===== config.mk =====
export PLATFORM = sky130hd
export DESIGN_NAME = alu_op_issuer
export DESIGN_NICKNAME = d
export VERILOG_FILES = /design/src/rtl/alu_pkg.sv /design/src/rtl/alu_op_issuer.sv
export SDC_FILE = /design/constraint.sdc
export NUM_CORES = 1
export LEC_CHECK = 0
export ABC_CLOCK_PERIOD_IN_PS = 2300
export CAP_MARGIN = 20
export CORE_ASPECT_RATIO = 1.2
export CORE_UTILIZATION = 41
export CTS_CLUSTER_SIZE = 20
export DETAILED_ROUTE_END_ITERATION = 6
export PLACE_DENSITY = 0.79
export SETUP_SLACK_MARGIN = 0.15
export SYNTH_ARGS = -nofsm -noshare
export SYNTH_HDL_FRONTEND = slang
export SYNTH_SLANG_ARGS = --single-unit

===== constraint.sdc =====
create_clock -name clk -period 2.3 [get_ports clk]
set_clock_uncertainty 0.15 [all_clocks]
set_input_delay 0.46 -clock clk [delete_from_list [all_inputs] [get_ports clk]]
set_output_delay 0.46 -clock clk [all_outputs]
set_load 0.05 [all_outputs]

===== src/rtl/alu_pkg.sv =====
// rtl/alu_pkg.sv - shared types, default widths and arithmetic contract for the ALU op issuer
package alu_pkg;

  localparam int ALU_IN_WL    = 15;
  localparam int ALU_OUT_WL   = 16;
  localparam int ALU_UNIT_LAT = 2;
  localparam int ALU_TAG_WL   = 4;

  typedef enum logic [1:0] {
    IDLE = 2'd0,
    WAIT = 2'd1,
    RESP = 2'd2
  } issuer_state_t;

  // Operands are unsigned, zero-extended to the result width; subtraction wraps.
  function automatic logic [ALU_OUT_WL-1:0] exp_result(
    input logic [ALU_IN_WL-1:0] a,
    input logic [ALU_IN_WL-1:0] b,
    input logic                 add_nsub
  );
    logic [ALU_OUT_WL-1:0] a_ext;
    logic [ALU_OUT_WL-1:0] b_ext;
    a_ext = ALU_OUT_WL'(a);
    b_ext = ALU_OUT_WL'(b);
    return add_nsub ? (a_ext + b_ext) : (a_ext - b_ext);
  endfunction

endpackage


===== src/rtl/alu_op_issuer.sv =====
// rtl/alu_op_issuer.sv - issues one add/sub to a fixed-latency unit and returns the tagged result
// Optional result checker (chk_err output) enabled by defining ALU_OP_ISSUER_CHECK_EN.
module alu_op_issuer
  import alu_pkg::*;
#(
  parameter int IN_WL    = ALU_IN_WL,
  parameter int OUT_WL   = ALU_OUT_WL,
  parameter int UNIT_LAT = ALU_UNIT_LAT,
  parameter int TAG_WL   = ALU_TAG_WL
) (
  input  logic              clk,
  input  logic              rstb,
  input  logic              cmd_valid,
  output logic              cmd_ready,
  input  logic [IN_WL-1:0]  cmd_a,
  input  logic [IN_WL-1:0]  cmd_b,
  input  logic              cmd_add_nsub,
  input  logic [TAG_WL-1:0] cmd_tag,
  output logic [IN_WL-1:0]  unit_a,
  output logic [IN_WL-1:0]  unit_b,
  output logic              unit_add_nsub,
  input  logic [OUT_WL-1:0] unit_r,
  output logic              rsp_valid,
  input  logic              rsp_ready,
  output logic [OUT_WL-1:0] rsp_r,
  output logic [TAG_WL-1:0] rsp_tag,
  output logic              busy
`ifdef ALU_OP_ISSUER_CHECK_EN
  ,
  output logic              chk_err
`endif
);

  localparam int LAT_W = $clog2(UNIT_LAT + 1);

  issuer_state_t     r_state;
  logic              r_cmd_ready;
  logic              r_rsp_valid;
  logic              r_busy;
  logic [IN_WL-1:0]  r_unit_a;
  logic [IN_WL-1:0]  r_unit_b;
  logic              r_unit_add_nsub;
  logic [OUT_WL-1:0] r_rsp_r;
  logic [TAG_WL-1:0] r_rsp_tag;
  logic [TAG_WL-1:0] r_tag;
  logic [LAT_W-1:0]  r_lat_cnt;

`ifdef ALU_OP_ISSUER_CHECK_EN
  logic              r_chk_err;
  logic [OUT_WL-1:0] w_a_ext;
  logic [OUT_WL-1:0] w_b_ext;
  logic [OUT_WL-1:0] w_exp;

  assign w_a_ext = OUT_WL'(r_unit_a);
  assign w_b_ext = OUT_WL'(r_unit_b);
  assign w_exp   = r_unit_add_nsub ? (w_a_ext + w_b_ext) : (w_a_ext - w_b_ext);
  assign chk_err = r_chk_err;
`endif

  always_ff @(posedge clk or negedge rstb) begin
    if (!rstb) begin
      r_state         <= IDLE;
      r_cmd_ready     <= 1'b1;
      r_rsp_valid     <= 1'b0;
      r_busy          <= 1'b0;
      r_unit_a        <= '0;
      r_unit_b        <= '0;
      r_unit_add_nsub <= 1'b0;
      r_rsp_r         <= '0;
      r_rsp_tag       <= '0;
      r_tag           <= '0;
      r_lat_cnt       <= '0;
`ifdef ALU_OP_ISSUER_CHECK_EN
      r_chk_err       <= 1'b0;
`endif
    end else begin
      case (r_state)
        IDLE: begin
          if (cmd_valid && r_cmd_ready) begin
            r_unit_a        <= cmd_a;
            r_unit_b        <= cmd_b;
            r_unit_add_nsub <= cmd_add_nsub;
            r_tag           <= cmd_tag;
            r_lat_cnt       <= LAT_W'(UNIT_LAT);
            r_cmd_ready     <= 1'b0;
            r_busy          <= 1'b1;
            r_state         <= WAIT;
          end
        end
        WAIT: begin
          r_lat_cnt <= r_lat_cnt - LAT_W'(1);
          // Unit operands have been stable for UNIT_LAT edges, so unit_r is valid now.
          if (r_lat_cnt == LAT_W'(1)) begin
            r_rsp_r     <= unit_r;
            r_rsp_tag   <= r_tag;
            r_rsp_valid <= 1'b1;
            r_state     <= RESP;
`ifdef ALU_OP_ISSUER_CHECK_EN
            if (unit_r != w_exp) r_chk_err <= 1'b1;
`endif
          end
        end
        RESP: begin
          if (rsp_ready) begin
            r_rsp_valid <= 1'b0;
            r_cmd_ready <= 1'b1;
            r_busy      <= 1'b0;
            r_state     <= IDLE;
          end
        end
        default: begin
          r_rsp_valid <= 1'b0;
          r_cmd_ready <= 1'b1;
          r_busy      <= 1'b0;
          r_state     <= IDLE;
        end
      endcase
    end
  end

  assign cmd_ready     = r_cmd_ready;
  assign unit_a        = r_unit_a;
  assign unit_b        = r_unit_b;
  assign unit_add_nsub = r_unit_add_nsub;
  assign rsp_valid     = r_rsp_valid;
  assign rsp_r         = r_rsp_r;
  assign rsp_tag       = r_rsp_tag;
  assign busy          = r_busy;

endmodule


---- Word level (Yosys, flattened, before mapping) ----
Cells that the tools add are included.
word-level totals
  register bits after elaboration ......... 62
  output and inout bits ................... 54
cells by class
  reductions and logical operators ........ 9
  equal/unequal tests ..................... 6
  add/subtract/negate cells ............... 1
  multiplexer cells ....................... 14
  bitwise logic cells ..................... 2
operators by type and width
  operator                                          count
  one-hot mux 1 bit (3 select lines)                3
  AND reduction 3 bit                               3
  2-to-1 mux 2 bit                                  4
  inequality test 2 bit, second input constant      3
  one-hot mux 2 bit (3 select lines)                1
  AND reduction 2 bit                               3
  2-to-1 mux 1 bit                                  5
  == test 2 x 1 -> 1 bit, second input constant     2
  one-hot mux 2 bit (2 select lines)                1
  == test 2 bit, second input constant              1
  zero test 2 bit                                   1
  NOT 1 bit                                         2
  nonzero test 2 bit                                1
  subtractor 2 x 1 -> 2 bit, second input constant  1
  logical AND 1 bit                                 1

---- Logic depth before layout (Yosys ltp) ----
  depth in word-level cells ............... 3
  depth in mapped cells ................... 6

---- Worst setup path before layout ----
No wires, ideal clock.
  path kind ............................... reg-to-reg
  from .................................... register r_cmd_ready, in the netlist cmd_ready
  to ...................................... register r_tag[3]
  cell stages (with the launch flop) ...... 5
  slack ................................... 0.356 ns
  arrival time ............................ 1.667 ns
  setup time .............................. 0.127 ns
  cell sequence ........................... dfstp_2 > nor4bb_4 > buf_6 > buf_6 > mux2_1
on the way
  longest elaborated chain between the ends .. 2
ends and longest elaborated chain
  what                           RTL line              text
  start, declared                alu_op_issuer.sv:37   logic r_cmd_ready;
  start signal, assigned         alu_op_issuer.sv:63   r_cmd_ready <= 1'b1;
  start signal, assigned         alu_op_issuer.sv:85   r_cmd_ready <= 1'b0;
  start signal, assigned         alu_op_issuer.sv:106  r_cmd_ready <= 1'b1;
  logical AND 1 bit              alu_op_issuer.sv:79   if (cmd_valid && r_cmd_ready) begin
  AND reduction 2 bit (no line)  n/a
  end signal, assigned           alu_op_issuer.sv:83   r_tag <= cmd_tag;
  end, declared                  alu_op_issuer.sv:45   logic [TAG_WL-1:0] r_tag;
No other way between the ends.
A chain may end at the register's enable or synchronous reset.

---- Worst setup path after layout ----
  from .................................... register r_unit_a[11], in the netlist unit_a[11]
  to ...................................... output unit_a[11]
RTL lines
  what                    RTL line             text
  start, declared         alu_op_issuer.sv:40  logic [IN_WL-1:0] r_unit_a;
  start signal, assigned  alu_op_issuer.sv:80  r_unit_a <= cmd_a;
  end, declared           alu_op_issuer.sv:19  output logic [IN_WL-1:0] unit_a,
No word-level cell between the ends.

==> results.ini <==
[status]
status = finished, final reports clean

[floorplan]
die_h_um = 85.7
die_w_um = 71.8
num_rows = 30
dieArea_sq_um = 6150
core_area_sq_um = 5630
ios = 109
start_util_pct = 42.5

[worst_setup_path]
worst_setup_path_end_kind = primary output
crit_start = unit_a[11]
crit_buf_inv = 1
crit_family = buffers and inverters
worst_ep_required_time_ns = 1.69
timing.rr.start = cmd_ready
critical_path_class = reg2out
path_cells = clkdlybuf4s50_1
worst-path-stages = 1
r2r_slack_ns = 0.48
cp-endpoint = unit_a[11]
r2r-end = unit_b[7]
start_kind = flop
critPathArrivalTime_ns = 1.50
crit_path_max_fanout = 2
crit_slowest_cell = clkdlybuf4s50_1
slowest_delay_ns = 0.82
r2r_cells = 3

[placement]
dp_hpwl_um = 3270
place_inst = 319
port_buffers = 108
gp_congestion = 0.754

[cts]
cts_buffers = 9
htreeDepth = 3
cts_tree = done
clock_sinks = 62
clkTransAtPathRegs_ns = 0.07
cts_setup_buffers = 0
cts_root_buf = clkbuf_8
insertion_delay_ns = 0.33
cts.path.max_buffers = 2

[yosys]
synth_seq_cells = 62
yosysSeqAreaShare_pct = 64.8
syn_inst = 149
synth_area_leader_cell = dfrtp_1
yosysWarnings = 0
synth_nets = 205
synth_top_cell_area_share_pct = 63.7
synth_area_leaders = dfrtp_1 64%, mux2_1 16%, mux2_2 9.9%
syn_area_sq_um = 2390
yosysUniqueCellTypes = 19
synth_area_per_cell_sq_um = 16.1

[global_routing]
track_usage_pct = 16.7
grt_first_pass_wirelength_um = 7670
grt_max_degree = 63
antenna_found_initial = 0
grt_overflow = 0
grt_pass1_vias = 1685

[sta]
fin_setup_tns_ns = 0
rsz0062_at_grt = false
worst_pin_slew_ns = 0.523
max_freq_mhz = 474
finalCritPeriodShare_pct = 91.6
hold_violations = 0
maxSlewViolCount = 0
setup_viol_count_final = 0
relSlewSlack_pct = 65.0
fin_crit_ns = 2.11

[finish]
final_nets = 323
fin_util_pct = 67.4
final_layout_size_suffix_gt1_share_pct = 16.9
layout_common_cells = 100 x clkdlybuf4s50_1, 61 x dfrtp_1, 35 x mux2_1
final_cells = 336
area_growth_pct = 58.5
antennaDiodeCount = 0
final_common_cell = clkdlybuf4s50_1

[pwr]
power_leakage_nw = 1.72
ir_drop_uv = 1040
power.density_nw_per_um2 = 1590
power_mw = 6.03

[drt]
detail_route.wl_per_cell_um = 13.9
drt_first_pass_iters = 4
drt_iter0_drc = 50
drc = 0
finalWirelength_um = 4670
vias = 1619
routed_via_density = 4.82
ant_nets = 0

[min_path]
min_from = unit_a[6]
hp-class = reg2reg

[flow_run]
drv_cap = 0

-- cells by family (layout without fill, tap and decap cells) --
logic type	count (synthesis)	count (layout)	synth area share, %
adders and majority gates	1	1	0.522
and+or+nand+nor	8	8	2.19
buffers and inverters	10	133	3.24
AOI/OAI and AO/OA	12	12	2.87
muxes	56	56	26.3
DFF	62	62	64.8
-- how the worst min path moves through the flow --
stage / end / depth (start not counted)
2_1_floorplan: busy / 0
3_3_place_gp: r_tag[1] / 1
3_5_place_dp: unit_a[6] / 1
4_1_cts: unit_a[6] / 1
5_1_grt: unit_b[3] / 1
6_report: unit_a[6] / 1
-- layout make-up --
cell class	instances	area, sq um
fillers	455	1830
flip-flops and latches	62	1550
repair buffers	114	1150
multi-input cells	77	764
clock buffers	13	169
well taps	64	80.1
clock inverters	3	65.1
inverters	3	11.3
-- what timing repair did --
| item | CTS | global route |
|---|---|---|
| hold endpoints to repair | 61 | 0 |
| resized for setup | 2 | 4 |
| setup endpoints to repair | 2 | 4 |
| hold buffers | 1 | 0 |
-- metrics by stage --
stage               hold slack [ns]  setup WS (ns)  instance area, sq um
floorplan                    0.0144          0.356                  2390
detailed placement            0.324          0.132                  3540
finish                        0.332          0.193                  3800
global route                  0.349          0.152                  3800
global placement              0.315          0.166                  3540
CTS                           0.338          0.169                  3790
-- per-layer routing --
layer  vias to the layer above  GRT usage (%)  share of wire [%]
met3                        11           5.64                7.8
met4                         0           10.7                2.3
met5                         -              0                  0
li1                        757              -                  -
met1                       774           19.7                 43
met2                        77           26.2                 47
-- power by group --
part	total, mW	leakage [nW]	switching [mW]	internal, mW
sequential	1.85	0.766	0.256	1.59
combinational	3.09	0.833	1.96	1.13
clock	1.09	0.120	0.393	0.698
total	6.03	1.72	2.61	3.42
-- cell usage after synthesis (all sizes together) --
cell    instances
a21oi           4
buf             7
dfrtp          61
dfstp           1
ha              1
inv             3
mux2           56
nand2           3
nand3           1
nor2            3
nor4bb          1
o21a            1
o21ai           5
o22a            1
o31ai           1
-- state kept, by name (all words and copies together) (netlist names) --
name / cells
rsp_r: 16
unit_a: 15
unit_b: 15
r_tag: 4
rsp_tag: 4
r_lat_cnt: 2
r_state: 2
busy: 1
cmd_ready: 1
rsp_valid: 1
unit_add_nsub: 1
No activity file was read; power rests on OpenSTA's default activity.
